<file path="src/rtl/router_output_ctrl_if.sv">
// Request/grant/packet bundle from the input controllers plus the outgoing link handshake.
interface router_output_ctrl_if #(
    parameter int DATA_W  = 64,
    parameter int NUM_REQ = 3
);
    logic                        polarity;
    logic [NUM_REQ-1:0]          in2out_req;
    logic [NUM_REQ-1:0]          out2in_gnt;
    logic [NUM_REQ*DATA_W-1:0]   in2out_din;
    logic                        out2ch_vld;
    logic                        ch2out_rdy;
    logic [DATA_W-1:0]           out2ch_dout;

    modport slave (
        input  polarity, in2out_req, in2out_din, ch2out_rdy,
        output out2in_gnt, out2ch_vld, out2ch_dout
    );

    modport master (
        output polarity, in2out_req, in2out_din, ch2out_rdy,
        input  out2in_gnt, out2ch_vld, out2ch_dout
    );
endinterface

</file>
<file path="src/rtl/router_output_ctrl.sv">
// Ring-router output port: round-robin grant into an even/odd VC buffer, drained onto the link by vld/rdy.
// Latency: 1 cycle grant-to-link; full entry blocks grants for its phase and is re-offered every 2 cycles.
module router_output_ctrl #(
    parameter int DATA_W  = 64,
    parameter int NUM_REQ = 3,
    parameter int HOP_LSB = 48,
    parameter int HOP_W   = 8
) (
    input  logic clk,
    input  logic rst,
    router_output_ctrl_if.slave bus
);
    localparam int PTR_W = (NUM_REQ > 1) ? $clog2(NUM_REQ) : 1;

    logic [DATA_W-1:0]  vc_buf_q [2];
    logic [DATA_W-1:0]  vc_buf_d [2];
    logic [1:0]         full_q, full_d;
    logic [PTR_W-1:0]   rr_ptr_q, rr_ptr_d;

    logic               wsel, rsel;
    logic               gnt_any;
    logic [NUM_REQ-1:0] gnt;
    logic [DATA_W-1:0]  gnt_pkt, wr_pkt;
    logic [HOP_W-1:0]   hop;
    logic               vld, xfer;

    // Write and read phases are always opposite entries, so no entry is touched by both in one cycle.
    assign wsel = ~bus.polarity;
    assign rsel =  bus.polarity;

    // Round-robin: scan rr_ptr..NUM_REQ-1 first, then wrap to 0..rr_ptr-1.
    always_comb begin
        gnt      = '0;
        gnt_any  = 1'b0;
        gnt_pkt  = '0;
        rr_ptr_d = rr_ptr_q;
        if (!rst && !full_q[wsel]) begin
            for (int k = 0; k < NUM_REQ; k++) begin
                if (!gnt_any && bus.in2out_req[k] && k >= int'(rr_ptr_q)) begin
                    gnt_any  = 1'b1;
                    gnt[k]   = 1'b1;
                    gnt_pkt  = bus.in2out_din[k*DATA_W +: DATA_W];
                    rr_ptr_d = PTR_W'((k + 1) % NUM_REQ);
                end
            end
            for (int k = 0; k < NUM_REQ; k++) begin
                if (!gnt_any && bus.in2out_req[k]) begin
                    gnt_any  = 1'b1;
                    gnt[k]   = 1'b1;
                    gnt_pkt  = bus.in2out_din[k*DATA_W +: DATA_W];
                    rr_ptr_d = PTR_W'((k + 1) % NUM_REQ);
                end
            end
        end
    end

    // Hop count saturates at zero rather than wrapping.
    always_comb begin
        hop    = gnt_pkt[HOP_LSB +: HOP_W];
        wr_pkt = gnt_pkt;
        wr_pkt[HOP_LSB +: HOP_W] = (hop == '0) ? '0 : hop - 1'b1;
    end

    assign vld  = full_q[rsel] & ~rst;
    assign xfer = vld & bus.ch2out_rdy;

    always_comb begin
        full_d   = full_q;
        vc_buf_d = vc_buf_q;
        if (gnt_any) begin
            full_d[wsel]   = 1'b1;
            vc_buf_d[wsel] = wr_pkt;
        end
        if (xfer) begin
            full_d[rsel] = 1'b0;
        end
    end

    always_ff @(posedge clk) begin
        if (rst) begin
            full_q   <= '0;
            vc_buf_q <= '{default: '0};
            rr_ptr_q <= '0;
        end else begin
            full_q   <= full_d;
            vc_buf_q <= vc_buf_d;
            rr_ptr_q <= rr_ptr_d;
        end
    end

    assign bus.out2in_gnt  = gnt;
    assign bus.out2ch_vld  = vld;
    assign bus.out2ch_dout = vld ? vc_buf_q[rsel] : '0;

endmodule

</file>
<file path="src/flat_wrapper.sv">
// flat-port wrapper written by rule: the top's interface ports become plain ports
module router_output_ctrl_flat 
#(
    parameter int DATA_W  = 64,
    parameter int NUM_REQ = 3,
    parameter int HOP_LSB = 48,
    parameter int HOP_W   = 8
)
  (clk, rst, bus_polarity, bus_in2out_req, bus_in2out_din, bus_ch2out_rdy, bus_out2in_gnt, bus_out2ch_vld, bus_out2ch_dout);
  router_output_ctrl_if #(.DATA_W(DATA_W), .NUM_REQ(NUM_REQ)) bus_i ();
  input  logic clk;
  input  logic rst;
  input wire logic [$bits(bus_i.polarity)-1:0] bus_polarity;
  input wire logic [$bits(bus_i.in2out_req)-1:0] bus_in2out_req;
  input wire logic [$bits(bus_i.in2out_din)-1:0] bus_in2out_din;
  input wire logic [$bits(bus_i.ch2out_rdy)-1:0] bus_ch2out_rdy;
  output wire logic [$bits(bus_i.out2in_gnt)-1:0] bus_out2in_gnt;
  output wire logic [$bits(bus_i.out2ch_vld)-1:0] bus_out2ch_vld;
  output wire logic [$bits(bus_i.out2ch_dout)-1:0] bus_out2ch_dout;
  assign bus_i.polarity = bus_polarity;
  assign bus_i.in2out_req = bus_in2out_req;
  assign bus_i.in2out_din = bus_in2out_din;
  assign bus_i.ch2out_rdy = bus_ch2out_rdy;
  assign bus_out2in_gnt = bus_i.out2in_gnt;
  assign bus_out2ch_vld = bus_i.out2ch_vld;
  assign bus_out2ch_dout = bus_i.out2ch_dout;
  router_output_ctrl #(.DATA_W(DATA_W), .NUM_REQ(NUM_REQ), .HOP_LSB(HOP_LSB), .HOP_W(HOP_W)) u_core (.clk(clk), .rst(rst), .bus(bus_i));
endmodule
</file>
<file path="config.mk">
export PLATFORM = sky130hd
export DESIGN_NAME = router_output_ctrl_flat
export DESIGN_NICKNAME = d
export VERILOG_FILES = /design/src/rtl/router_output_ctrl_if.sv /design/src/rtl/router_output_ctrl.sv /design/src/flat_wrapper.sv
export SDC_FILE = /design/constraint.sdc
export NUM_CORES = 1
export LEC_CHECK = 0
export CORE_AREA = 2 2 119 121
export CTS_CLUSTER_DIAMETER = 40
export DETAILED_ROUTE_END_ITERATION = 10
export DIE_AREA = 0 0 121 123
export DONT_BUFFER_PORTS = 1
export PLACE_DENSITY = 0.82
export SLEW_MARGIN = 20
export SYNTH_ARGS = -nofsm -noshare
export SYNTH_HDL_FRONTEND = slang
export SYNTH_SLANG_ARGS = --single-unit
</file>
<file path="constraint.sdc">
create_clock -name clk -period 2.7 [get_ports clk]
set_clock_uncertainty 0.15 [all_clocks]
set_input_delay 0.54 -clock clk [delete_from_list [all_inputs] [get_ports clk]]
set_output_delay 0.54 -clock clk [all_outputs]
set_load 0.01 [all_outputs]
</file>
### Yosys cells after proc, flatten, opt, wreduce, memory -nomap -nowiden

Cells that the tools add are included.

| storage, ports and cells | value |
|---|---|
| output and inout port bits | 68 |
| input port bits | 199 |
| register bits | 132 |

| operators by class | value |
|---|---|
| reduce and logical (&&, ||, !) cells | 22 |
| bitwise operators | 9 |
| multiplexer cells | 49 |
| $lt $le $gt $ge | 10 |
| add/sub/neg operators | 1 |

Operators with widths:

| cell | number |
|---|---|
| 64-bit 2-to-1 mux | 12 |
| 128-bit bitwise mux | 1 |
| 64-bit demux with 1-bit select | 1 |
| 1-bit 2-to-1 mux | 23 |
| 2-bit 2-to-1 mux | 8 |
| 1-bit logical AND | 12 |
| 8-bit logical NOT | 1 |
| 8-bit 2-to-1 mux | 1 |
| 8-bit by 1-bit subtractor with 8-bit output (second input constant) | 1 |
| 1-bit logical NOT | 7 |
| 6-bit nonzero test | 1 |
| 1-bit by 2-bit greater-or-equal comparator with 1-bit output (first input constant) | 2 |
| 2-bit greater-or-equal comparator (second input constant) | 2 |
| 1-bit by 2-bit < comparator with 1-bit output (second input constant) | 2 |
| 1-bit NOT with 2-bit output | 2 |
| 3-bit 2-to-1 mux | 1 |
| 1-bit bitwise AND | 2 |
| 2-bit bitwise AND | 1 |
| 1-bit demux with 1-bit select | 2 |
| 1-bit greater-or-equal comparator (second input constant) | 2 |
| 2-bit greater-or-equal comparator (first input constant) | 1 |
| 2-bit by 1-bit < comparator with 1-bit output (second input constant) | 1 |
| 1-bit NOT | 2 |
| 2-bit NOT | 1 |
| other kinds (2) | 2 |

### Logic depth before layout (Yosys ltp)

Gate-level depths: netlist of run 1.

| logic depth | value |
|---|---|
| word-level depth | 31 |
| gate-level depth with buffers | 12 |

### Worst setup path after synthesis of run 1

No wires, ideal clock.

| timing path | value |
|---|---|
| path kind | in2reg |
| start | in bus_in2out_req[0] |
| end | reg u_core.vc_buf_q[116] in the netlist's numbering |
| buffers on the path | 3 |
| data arrival time | 2553 ps |
| setup slack | -119 ps |
| cell stages on the path | 11 |
| path through | buf_2 nor2_2 nand4_1 buf_2 o221a_1 o211ai_2 ha_1 nand3b_1 a2111o_1 buf_2 a31o_2 |

| on the way | value |
|---|---|
| longest elaborated chain between the ends | 28 |

Ends and longest elaborated chain:

| what | RTL line | RTL |
|---|---|---|
| start, declared | flat_wrapper.sv:14 | `input wire logic [$bits(bus_i.in2out_req)-1:0] bus_in2out_req;` |
| 1-bit logical AND | router_output_ctrl.sv:39 | `if (!gnt_any && bus.in2out_req[k] && k >= int'(rr_ptr_q)) begin` |
| 1-bit 2-to-1 mux | router_output_ctrl.sv:39 |  |
| 1-bit 2-to-1 mux | router_output_ctrl.sv:37 | `if (!rst && !full_q[wsel]) begin` |
| 1-bit logical NOT | router_output_ctrl.sv:39 |  |
| 1-bit logical AND (2 in series) | router_output_ctrl.sv:39 |  |
| 1-bit 2-to-1 mux | router_output_ctrl.sv:39 |  |
| 1-bit 2-to-1 mux | router_output_ctrl.sv:37 |  |
| 1-bit logical NOT | router_output_ctrl.sv:39 |  |
| [... 11 more ...] | n/a |  |
| 1-bit 2-to-1 mux | router_output_ctrl.sv:37 |  |
| 1-bit logical NOT | router_output_ctrl.sv:47 | `if (!gnt_any && bus.in2out_req[k]) begin` |
| 1-bit logical AND | router_output_ctrl.sv:47 |  |
| 64-bit 2-to-1 mux | router_output_ctrl.sv:47 |  |
| 64-bit 2-to-1 mux | router_output_ctrl.sv:37 |  |
| 8-bit by 1-bit subtractor with 8-bit output / 8-bit logical NOT (equally long branches) | router_output_ctrl.sv:61 | `wr_pkt[HOP_LSB +: HOP_W] = (hop == '0) ? '0 : hop - 1'b1;` |
| 8-bit 2-to-1 mux | router_output_ctrl.sv:61 |  |
| 128-bit bitwise mux | router_output_ctrl.sv:72 | `vc_buf_d[wsel] = wr_pkt;` |
| end signal, assigned | router_output_ctrl.sv:86 | `vc_buf_q <= vc_buf_d;` |
| end, declared | router_output_ctrl.sv:15 | `logic [DATA_W-1:0] vc_buf_q [2];` |

Parallel ways exist; a longest one is shown, timed or not. The select of a mux whose other input is x is not followed.
A chain may end at the register's enable or synchronous reset.

### Final worst setup path of run 1

| timing path | value |
|---|---|
| start | reg u_core.rr_ptr_q[0] |
| end | reg u_core.vc_buf_q[55] in the netlist's numbering |

| on the way | value |
|---|---|
| longest elaborated chain between the ends | 29 |

Ends and longest elaborated chain:

| what | RTL line | RTL |
|---|---|---|
| start, declared | router_output_ctrl.sv:18 | `logic [PTR_W-1:0] rr_ptr_q, rr_ptr_d;` |
| start signal, assigned | router_output_ctrl.sv:87 | `rr_ptr_q <= rr_ptr_d;` |
| 1-bit by 2-bit greater-or-equal comparator with 1-bit output | router_output_ctrl.sv:39 |  |
| 1-bit logical AND | router_output_ctrl.sv:39 |  |
| 1-bit 2-to-1 mux | router_output_ctrl.sv:39 |  |
| 1-bit 2-to-1 mux | router_output_ctrl.sv:37 |  |
| 1-bit logical NOT | router_output_ctrl.sv:39 |  |
| 1-bit logical AND (2 in series) | router_output_ctrl.sv:39 |  |
| 1-bit 2-to-1 mux | router_output_ctrl.sv:39 |  |
| 1-bit 2-to-1 mux | router_output_ctrl.sv:37 |  |
| [... 12 more ...] | n/a |  |
| 1-bit 2-to-1 mux | router_output_ctrl.sv:37 |  |
| 1-bit logical NOT | router_output_ctrl.sv:47 |  |
| 1-bit logical AND | router_output_ctrl.sv:47 |  |
| 64-bit 2-to-1 mux | router_output_ctrl.sv:47 |  |
| 64-bit 2-to-1 mux | router_output_ctrl.sv:37 |  |
| 8-bit by 1-bit subtractor with 8-bit output / 8-bit logical NOT (equally long branches) | router_output_ctrl.sv:61 |  |
| 8-bit 2-to-1 mux | router_output_ctrl.sv:61 |  |
| 128-bit bitwise mux | router_output_ctrl.sv:72 |  |

Parallel ways exist; a longest one is shown, timed or not. The select of a mux whose other input is x is not followed.

==> results of run 1 <==
-- logic make-up (layout without fill, tap and decap cells) --
| logic type | count (synthesis) | count (layout) | synth area share [%] |
|---|---|---|---|
| and+or+nand+nor | 389 | 389 | 20.8 |
| AOI/OAI and AO/OA | 355 | 355 | 29.8 |
| DFF | 132 | 132 | 34.1 |
| buffers and inverters | 118 | 124 | 6.24 |
| muxes | 67 | 67 | 8.69 |
| xor gates and xnor gates | 2 | 2 | 0.226 |
| adders and majority gates | 1 | 1 | 0.162 |
-- cell type report --
| class | instances | area [um2] |
|---|---|---|
| Clock inverter | 7 | 143 |
| Fill cell | 1183 | 4530 |
| Sequential cell | 132 | 2650 |
| Inverter | 15 | 56.3 |
| Tap cell | 180 | 225 |
| Multi-Input combinational cell | 814 | 4740 |
| Timing Repair Buffer | 78 | 751 |
| Clock buffer | 24 | 512 |
-- layer usage --
metal  share of wire (%)  vias to the layer above
met5                   0                        -
met4                 2.7                        0
met3                 7.0                       51
met2                  48                      362
met1                  42                     3810
li1                    -                     3795
-- per-stage QoR --
stage / power (uW) / setup slack, ns / cells / instance area [um2]
floorplan: 2910 / 0.000952 / 1064 / 7800
global placement: 3150 / -0.0771 / 1216 / 8310
detailed placement: 3170 / -0.105 / 1216 / 8310
CTS: 5670 / 0.00718 / 1247 / 8970
global route: 5910 / -0.0407 / 1250 / 9080
finish: 5680 / 0.0509 / 1250 / 9080
-- power breakdown --
part           switching (uW)  leakage, uW  internal (uW)
sequential               62.8      0.00108           2060
clock                     814     0.000322           1690
combinational             596      0.00184            454
-- how the worst min path moves through the flow --
stage                                     from                    to  slack, ns  cells after the start
final                                      rst   u_core.vc_buf_q[22]       0.04                      1
after detailed placement   u_core.vc_buf_q[64]   u_core.vc_buf_q[64]       0.29                      2
after floorplan           u_core.vc_buf_q[100]  u_core.vc_buf_q[100]       0.29                      2
after CTS                                  rst   u_core.vc_buf_q[94]       0.04                      1
after global routing                       rst   u_core.vc_buf_q[87]       0.04                      1
after global placement      u_core.vc_buf_q[1]    u_core.vc_buf_q[1]       0.29                      2
-- registers in the layout, indices dropped and copies added (netlist names) --
register,cells
u_core.vc_buf_q,128
u_core.full_q,2
u_core.rr_ptr_q,2
-- cells in the mapped netlist, drive strengths merged, types with 6 or more instances --
library cell | n | area share (%)
o221ai | 14 | 1.6
nor2 | 139 | 6.8
mux2i | 65 | 8.4
inv | 15 | 0.73
a222oi | 16 | 2.1
o32ai | 30 | 3.4
buf | 22 | 1.6
a31oi | 6 | 0.48
clkbuf | 81 | 3.9
a21oi | 138 | 9.1
dfxtp | 132 | 34
a22oi | 6 | 0.58
nand3 | 8 | 0.58
a211oi | 37 | 3.7
nand2 | 200 | 9.7
o21ai | 69 | 4.5
-- cell usage in the layout, fill, tap and decap left out, types with 6 or more instances in the layout --
cell and n:
clkbuf_8 6, o21ai_0 65, a222oi_1 16, o221ai_1 14
buf_4 62, dfxtp_1 130, mux2i_1 65, nand2_1 198
buf_12 10, a211oi_1 34, o32ai_1 29, inv_1 14
a21oi_1 135, nand3_1 6, nor2_1 135, clkbuf_16 18
-- what timing repair did --
item                                    in CTS  in global routing
buffers inserted                             0                  2
gates resized for setup                      4                 16
endpoints found under the setup margin       4                 32
pin swaps                                    1                  4
cloned                                       0                  1
==> results.md, run 1 <==
* Post-DRT Antenna Nets at 0
* Initial antenna violation count at 0
* Initial Util at 56.9%
* Launching element type of the critical path: register
* Total stage count of the critical path at 9
* Critical path data arrival time at about 2.8 ns
* Reg2Reg Setup Slack at 0.05 ns
* Global-route wire length before repair at 38,000 um
* Clock sinks at 132
* Residual DRC at 0
* Cts hold-fix bufs at 0
* Max cap viols at 0
* Hold Fails Final Rpt at 0
* DR iter-0 viols at ~900
* Synthesized area per cell at a little over 7 um2
* First-pass detailed-route iteration total at 8
* Max_slew headroom at between 60% and 70%
* Number of CTS-inserted buffers at 17
* Final Max Slew Viols at 0
* H-tree depth at 4
* Final core occ at roughly two thirds
* Status: complete, no violations
* Io pins at roughly 270
* Die area at between 10,000 and 15,000 um2
* Met3 usage in global routing at 6.64%
* Gr usage total at between 30% and 40%
* CTS tree: built
* Reg2Reg Capture Point: u_core.vc_buf_q[55]
* Met2 usage at roughly 53%
* Hold_ws at 0.0415 ns
* Crit-path max FO at 8
* Root Driver: clkbuf_16
* Clock Pin Slew Worst Setup and Hold Paths at roughly 0.060 ns
* CP Launch Point: u_core.rr_ptr_q[0]
* Pin count of the biggest net entering global routing at 136
* Die height at roughly 120 um
* Net count after synthesis at ~1,300
* GP Congestion at between 0.9 and 1
* Final period util at 98.1%
* Synth Flop Type: dfxtp_1
* Yosys cell types at about 70
* Total number of vias at approximately 8,000
* Share of cells above drive strength 1 at between 10% and 20%
* Number of global-route vias before repair at around 7,400
* Remaining Overflow, GRT at 0
* Antenna Cells at 0
* Power Density at 626 nW/um2
* Worst-Margin Slew at between 0.4 and 0.5 ns
* Synth Instances at roughly 1,100
* VDD IR max at 0.000554 V
* Crit path cell chain: nand2b_4, buf_4, mux2_2, o221ai_1, a2bb2oi_1, o22ai_2, and2_1, or4_1, a41oi_1
* Final wirelength at between 20,000 and 25,000 um
* Cell Area, Synth at about 7700 um2
* RSZ-0062 raised after global routing: yes
* Crit path kind: register to register
* Post-DP HPWL at 16,700 um
* Clk_lat worst skew at between 0.4 and 0.5 ns
* Clock Path Buffers at 2
* Die X-Extent at 121 um
* Yosys warnings at 0
* CP Buf/Inv Count at 1
* Nets at about 1,300
* I/O Buffers at 0
* Slowest stage cell, crit path: or4_1
* Reg2reg path depth at 9
* Endpoints failing setup at 0
* Seq/Total Area, Yosys at roughly a third
* Leak at between 0.003 and 0.004 uW
* Grt peak-use layer: met2
* Rows at 43
* Via density at around 6.4
* WL per Instance at around 20 um
* CP max stage delay at roughly 0.53 ns
* Fmax at approximately 0.38 GHz
* Core ar. at 13,600 um2
* CP endpoint: u_core.vc_buf_q[55]
* Area Growth Syn to Fin at 17.3%
* Critical path required time at ~2.9 ns
* EDFF count, synth at 0
* Tmin final at approximately 2.6 ns
* R2R Path Start: u_core.rr_ptr_q[0]
* Tightest Hold Check Type: input port to register
* Setup TNS at 0 ns
* Post-synth ARST share at 0%
* Delay-heaviest family, CP: simple AND/OR/NAND/NOR gates
* CP endpoint kind: register
* Met1 global-route usage at a little over two fifths
* Synth Register Bits at roughly 130
No activity file was read; power rests on OpenSTA's default activity.
==> run 2: changes to the inputs <==
--- a/config.mk
+++ b/config.mk
@@ -5,10 +5,11 @@
 export SDC_FILE = /design/constraint.sdc
 export NUM_CORES = 1
 export LEC_CHECK = 0
-export CORE_AREA = 2 2 119 121
+export CORE_AREA = 2 2 153 95
 export CTS_CLUSTER_DIAMETER = 40
+export CTS_CLUSTER_SIZE = 10
 export DETAILED_ROUTE_END_ITERATION = 10
-export DIE_AREA = 0 0 121 123
+export DIE_AREA = 0 0 155 97
 export DONT_BUFFER_PORTS = 1
 export PLACE_DENSITY = 0.82
 export SLEW_MARGIN = 20
==> run 2 against run 1 <==
Die area is 1.0% higher; sequential power hardly changed; routed wire length is 5.1% higher; cell area is 1.3% lower; critical path depth is 1 higher; critical path type unchanged; flip-flop and latch count stayed put; register-to-register slack worse by 0.02 ns; critical endpoint is now u_core.vc_buf_q[52].
==> results.md, run 2 (same netlist as run 1, synthesis figures left out) <==
* Status: complete, no violations
* Slowest stage cell, crit path: dfxtp_2
* Clock sinks at 132 (unchanged)
* CP max stage delay at 0.39 ns (-0.14 ns)
* Hold Fails Final Rpt at 0 (unchanged)
* Delay-heaviest family, CP: compound AO/OA/AOI/OAI gates
* Fmax at 0.375 GHz (-0.72%)
* Logic gate share of total power at 20.0% (+1.5 points)
* Root Driver: clkbuf_16
* Met3 usage in global routing at 8.51% (+1.9 points)
* Clock Path Buffers at 2 (unchanged)
* Cts hold-fix bufs at 0 (unchanged)
* FILL cells at 1,188 (+0.42%)
* Max_slew headroom at 67.7% (+0.99 points)
* Die area at 15,000 um2 (+1.0%)
* Non-filler cells, final at 1,242 (-0.64%)
* Most frequent cells in the layout: 198 x nand2_1, 134 x a21oi_1, 133 x nor2_1
* Power Density at 602 nW/um2 (-3.8%)
* Worst-Margin Slew at 0.484 ns (-0.0136 ns)
* Leak at 0.00316 uW (-2.4%)
* Reg power frac at 39.4% (+2.0 points)
* Crit path kind: register to register
* Total number of vias at 8,070 (+0.65%)
* Area Growth Syn to Fin at 15.7%
* Clk_lat worst skew at 0.41 ns (about the same)
* Tightest Hold Check Type: input port to register
* VDD IR max at 0.000394 V (-29%)
* Gr usage total at 32.9% (+0.61 points)
* Tmin final at 2.67 ns (+0.0191 ns)
* Nets at 1,254 (-0.32%)
* Residual DRC at 0 (unchanged)
* Launching element type of the critical path: register
* WL per Instance at 21.0 um (+5.7%)
* Core ar. at 13,500 um2 (-0.81%)
* Top flop regs: u_core.vc_buf_q: 128 flops, u_core.full_q: 2 flops, u_core.rr_ptr_q: 2 flops
* Critical path required time at 2.86 ns (-0.02 ns)
* Finished layout cell area at 8960 um2 (-1.3%)
* CTS tree: built
* Initial Util at 57.4% (+0.46 points)
* RSZ-0062 raised after global routing: yes
* Max cap viols at 0 (unchanged)
* Die X-Extent at 155 um (+28%)
* First-pass detailed-route iteration total at 8 (unchanged)
* Final Max Slew Viols at 0 (unchanged)
* Remaining Overflow, GRT at 0 (unchanged)
* Number of global-route vias before repair at 7,383 (+0.081%)
* GP Congestion at 0.988 (+0.86%)
* Met1 global-route usage at 44.7% (+2.7 points)
* Most common cell on crit path: buf_4
* Dpl cells at 1,207 (-0.74%)
* Setup TNS at 0 ns (unchanged)
* Met2 usage at 51.0% (-2.3 points)
* Final core occ at 66.4% (-0.35 points)
* Clock Pin Slew Worst Setup and Hold Paths at 0.06 ns (about the same)
* Initial antenna violation count at 0 (unchanged)
* Post-DP HPWL at 17,800 um (+6.5%)
* Grt peak-use layer: met2
* DR iter-0 viols at 676 (-27%)
* Io pins at 267 (unchanged)
* Sw Share at 30.3% (+4.3 points)
* Commonest non-fill, non-tap cell in the layout: nand2_1
* Die height at 97 um (-21%)
* H-tree depth at 4 (unchanged)
* Global-route wire length before repair at 39,700 um (+4.6%)
* Clock share of power at 40.7% (-3.4 points)
* Number of CTS-inserted buffers at 17 (unchanged)
* Largest register FFs at 128 (unchanged)
* Antenna Cells at 0 (unchanged)
* Internal at 3760 uW (-11%)
* Crit path cell chain: nand2b_4, buf_4, mux2_2, o221ai_1, a2bb2oi_2, o22ai_4, and2_4, buf_4, o21ai_0, a31o_2
* Reg2Reg Setup Slack at 0.03 ns (-0.02 ns)
* Share of cells above drive strength 1 at 14.7% (+0.88 points)
* CP Buf/Inv Count at 2 (+1)
* CP endpoint kind: register
* Final period util at 98.8% (+0.71 points)
* Pin count of the biggest net entering global routing at 136 (unchanged)
* Critical path data arrival time at 2.83 ns (about the same)
* I/O Buffers at 0 (unchanged)
* Final wirelength at 26,100 um (+5.1%)
* Post-DRT Antenna Nets at 0 (unchanged)
* Endpoints failing setup at 0 (unchanged)
* Placed Area at 8250 um2 (-0.68%)
* Crit-path max FO at 8 (unchanged)
* Switching pwr at 1630 uW (+11%)
* Via density at 6.50 (+1.3%)
* Reg with most FFs: u_core.vc_buf_q
* Rows at 33 (-23%)
[run 2: cell types whose count changed in the layout (fill, tap and decap cells not counted), sizes merged]
cell      before  now
inv           15   21
clkinv         3    5
clkbuf        25   19
clkinvlp       0    2
buf           77   73
bufinv         4    0
a2111o         1    2
[run 2: layer usage]
metal	vias to the layer above	share of wire [%]	routed length, um
li1	3801	-	-
met1	3761	43	11100
met2	454	45	11600
met3	54	10	2710
met4	0	2.3	594
met5	-	0	0
[run 2: worst paths after layout]
| path | depth (start not counted) | from | to |
|---|---|---|---|
| max | 10 | u_core.rr_ptr_q[0] | u_core.vc_buf_q[52] |
| min | 1 | rst | u_core.vc_buf_q[90] |
| max reg2reg | 10 | u_core.rr_ptr_q[0] | u_core.vc_buf_q[52] |
| min reg2reg | 2 | u_core.vc_buf_q[124] | u_core.vc_buf_q[124] |
[run 2: cell type report]
| type | count | area (um2) | area share, % |
|---|---|---|---|
| Inverter | 15 | 56.3 | 0.628 |
| Timing Repair Buffer | 73 | 663 | 7.40 |
| Multi-Input combinational cell | 815 | 4810 | 53.7 |
| Sequential cell | 132 | 2650 | 29.5 |
| Clock buffer | 19 | 453 | 5.06 |
| Clock inverter | 13 | 114 | 1.27 |
| Tap cell | 175 | 219 | 2.44 |
[run 2: timing repair]
item,in CTS,in global routing
buffers inserted,0,2
endpoints found under the hold margin,0,0
cloned,0,1
setup endpoints to repair,8,33
gates resized for setup,3,24
pin swaps,0,9
[run 2: power by group through the flow]
stage               Clock, uW  Combinational, uW  Sequential [uW]
CTS                      2220               1020             2120
floorplan                   0                768             2150
global route             2310               1180             2130
finish                   2190               1080             2120
global placement            0                989             2160
detailed placement          0               1010             2160
[run 2: through the flow]
stage | setup slack (ns) | power (uW) | hold slack [ns]
2_1_floorplan | 0.000952 | 2910 | 0.286
3_3_place_gp | -0.0429 | 3150 | 0.286
3_5_place_dp | -0.0877 | 3170 | 0.291
4_1_cts | -0.0231 | 5360 | 0.0310
5_1_grt | -0.0280 | 5620 | 0.0321
6_report | 0.0318 | 5390 | 0.0473
==> run 3: changes to the inputs <==
==> constraint.sdc (replaced) <==
create_clock -name clk -period 2.7 [get_ports clk]
set_clock_uncertainty 0.15 [all_clocks]
set_input_delay 0.27 -clock clk [delete_from_list [all_inputs] [get_ports clk]]
set_output_delay 0.27 -clock clk [all_outputs]
set_load 0.01 [all_outputs]
==> run 3 against run 2 <==
The flow now finishes with violations (setup timing); routed wire length grew 1.8%; worst setup slack lost 0.035 ns; total power grew 4.2%; clock power grew 6%; maximum frequency shrank 1.3%; core utilization grew 3.2 points; critical path depth shrank 1; die area is the same; combinational power grew 8%; cell count grew 2.9%; critical endpoint is now u_core.vc_buf_q[119]; largest cell class unchanged.
==> results.md, run 3 (same netlist as run 1, synthesis figures left out) <==
* Core ar. at 13,500 um2 (unchanged)
* Antenna Cells at 0 (unchanged)
* Fmax at 0.370 GHz (-1.3%)
* Clock share of power at 41.3% (+0.6 points)
* H-tree depth at 4 (unchanged)
* Number of CTS-inserted buffers at 17 (unchanged)
* Rows at 33 (unchanged)
* Max cap viols at 0 (unchanged)
* GP Congestion at 0.973 (-1.5%)
* Hold_ws at 0.0120 ns (-0.0353 ns)
* Worst-Margin Slew at 0.711 ns (+0.227 ns)
* Power Density at 598 nW/um2 (-0.60%)
* Largest register FFs at 128 (unchanged)
* Crit-path max FO at 12 (+4)
* Remaining Overflow, GRT at 0 (unchanged)
* VDD IR max at 0.000436 V (+11%)
* Delay-heaviest family, CP: compound AO/OA/AOI/OAI gates
* Leak at 0.00332 uW (+5.0%)
* Total number of vias at 8,322 (+3.1%)
* Gr usage total at 33.3% (+0.34 points)
* Die X-Extent at 155 um (unchanged)
* Die area at 15,000 um2 (unchanged)
* Setup TNS at -0.00291 ns (-0.00291 ns)
* Reg power frac at 37.8% (-1.6 points)
* RSZ-0062 raised after global routing: yes
* Final wirelength at 26,600 um (+1.8%)
* Endpoints failing setup at 1 (+1)
* Clock Pin Slew Worst Setup and Hold Paths at 0.06 ns (about the same)
* Final period util at 100% (+1.3 points)
* Non-filler cells, final at 1,278 (+2.9%)
* Status: finished with violations
* Number of global-route vias before repair at 7,549 (+2.2%)
* Share of cells above drive strength 1 at 13.2% (-1.5 points)
* Top flop regs: u_core.vc_buf_q: 128 flops, u_core.full_q: 2 flops, u_core.rr_ptr_q: 2 flops
* Reg with most FFs: u_core.vc_buf_q
* Clock Path Buffers at 2 (unchanged)
* Critical path data arrival time at 2.89 ns (+0.06 ns)
* Tmin final at 2.70 ns (+0.0347 ns)
* Crit path kind: register to register
* Most common cell on crit path: buf_4
* CP Buf/Inv Count at 3 (+1)
* Initial antenna violation count at 0 (unchanged)
* Most frequent cells in the layout: 198 x nand2_1, 135 x a21oi_1, 134 x nor2_1
* Launching element type of the critical path: register
* Critical path required time at 2.89 ns (+0.03 ns)
* Residual DRC at 0 (unchanged)
* Clock sinks at 132 (unchanged)
* Sw Share at 29.5% (-0.79 points)
* Setup WS post-layout at -0.00291 ns (-0.0347 ns)
* Area Growth Syn to Fin at 21.3%
* Slowest stage cell, crit path: or4_4
* Commonest non-fill, non-tap cell in the layout: nand2_1
* Initial Util at 57.4% (unchanged)
* Hold Fails Final Rpt at 0 (unchanged)
* WL per Instance at 20.8 um (-1.0%)
* Post-DRT Antenna Nets at 0 (unchanged)
* Nets at 1,290 (+2.9%)
* Final Max Slew Viols at 0 (unchanged)
* Switching pwr at 1660 uW (+1.5%)
* Reg2Reg Setup Slack at -0.003 ns (-0.03 ns)
* Post-DP HPWL at 17,200 um (-3.0%)
* Max_slew headroom at 52.5% (-15 points)
* CP max stage delay at 0.50 ns (+0.11 ns)
* Pin count of the biggest net entering global routing at 123 (-9.6%)
* Internal at 3960 uW (+5.4%)
* I/O Buffers at 0 (unchanged)
* First-pass detailed-route iteration total at 6 (-2)
* Crit path cell chain: buf_8, a21bo_2, buf_4, o32ai_1, o211ai_1, buf_4, and2_1, or4_4, a41oi_2
* CP endpoint kind: register
* Global-route wire length before repair at 39,900 um (+0.33%)
* Clk_lat worst skew at 0.41 ns (about the same)
* Logic gate share of total power at 20.9% (+0.9 points)
* Root Driver: clkbuf_16
* Failing checks: setup timing
* Io pins at 267 (unchanged)
* Via density at 6.51 (+0.22%)
* Tightest Hold Check Type: input port to register
* Die height at 97 um (unchanged)
* DR iter-0 viols at 973 (+44%)
* CTS tree: built
* Setup WS pre-CTS at -0.161 ns (-0.0735 ns)
* Dpl cells at 1,194 (-1.1%)
[run 3: changes by cell type in the layout (fill, tap and decap cells not counted), moves of 2 or more]
cell           change
clkinvlp_4         +2
buf_4              -5
bufinv_16          +2
clkinv_4           -3
dlygate4sd3_1     +41
inv_6              -2
o21ai_0            -2
buf_6              -3
[run 3: final timing paths]
check	cells after the start	to	from
hold reg to reg	2	u_core.vc_buf_q[100]	u_core.vc_buf_q[100]
hold / removal	4	u_core.vc_buf_q[12]	bus_in2out_din[140]
setup / recovery	9	u_core.vc_buf_q[119]	u_core.rr_ptr_q[0]
setup reg to reg	9	u_core.vc_buf_q[119]	u_core.rr_ptr_q[0]
[run 3: cell type report]
cell class	count	area, um2
repair buffers	109	1070
clock inverters	13	150
inverters	15	56.3
well taps	175	219
flip-flops and latches	132	2650
clock buffers	19	443
multi-input cells	815	4810
fillers	1130	4110
[run 3: metal layers]
layer  vias to the layer above  routed length (um)  part of all wire, %  track usage [%]
li1                       3884                   -                    -                -
met1                      3873               11200                   42             43.9
met2                       496               12100                   46             53.2
met3                        69                2570                  9.7             8.15
met4                         0                 688                  2.6             11.7
met5                         -                   0                    0                0
[run 3: worst reg2reg max path: cells and delay by family (launching register included)]
family | cells | cell delay, ns
compound gates | 4 | 0.95
simple gates | 2 | 0.68
buf+inv | 3 | 0.50
flops | 1 | 0.35
[run 3: metrics by stage]
| stage | total power, uW | utilization [%] | instance area [um2] |
|---|---|---|---|
| 4_1_cts | 5540 | 68.1 | 9200 |
| 5_1_grt | 5850 | 69.6 | 9390 |
| 6_report | 5620 | 69.6 | 9390 |
| 3_3_place_gp | 3120 | 60.1 | 8110 |
| 3_5_place_dp | 3140 | 60.1 | 8110 |
| 2_1_floorplan | 2900 | - | 7740 |
[run 3: power by group through the flow]
| stage | registers, uW | clock network, uW | logic [uW] |
|---|---|---|---|
| 2_1_floorplan | 2150 | 0 | 755 |
| 3_3_place_gp | 2160 | 0 | 965 |
| 3_5_place_dp | 2160 | 0 | 976 |
| 4_1_cts | 2120 | 2340 | 1080 |
| 5_1_grt | 2140 | 2450 | 1270 |
| 6_report | 2120 | 2320 | 1170 |
[run 3: repair_timing]
action,CTS,global route
pin swaps,4,8
hold endpoints to repair,131,0
gates resized for setup,10,25
buffers inserted,0,8
hold buffers,42,0
setup endpoints to repair,15,64
cloned,0,2
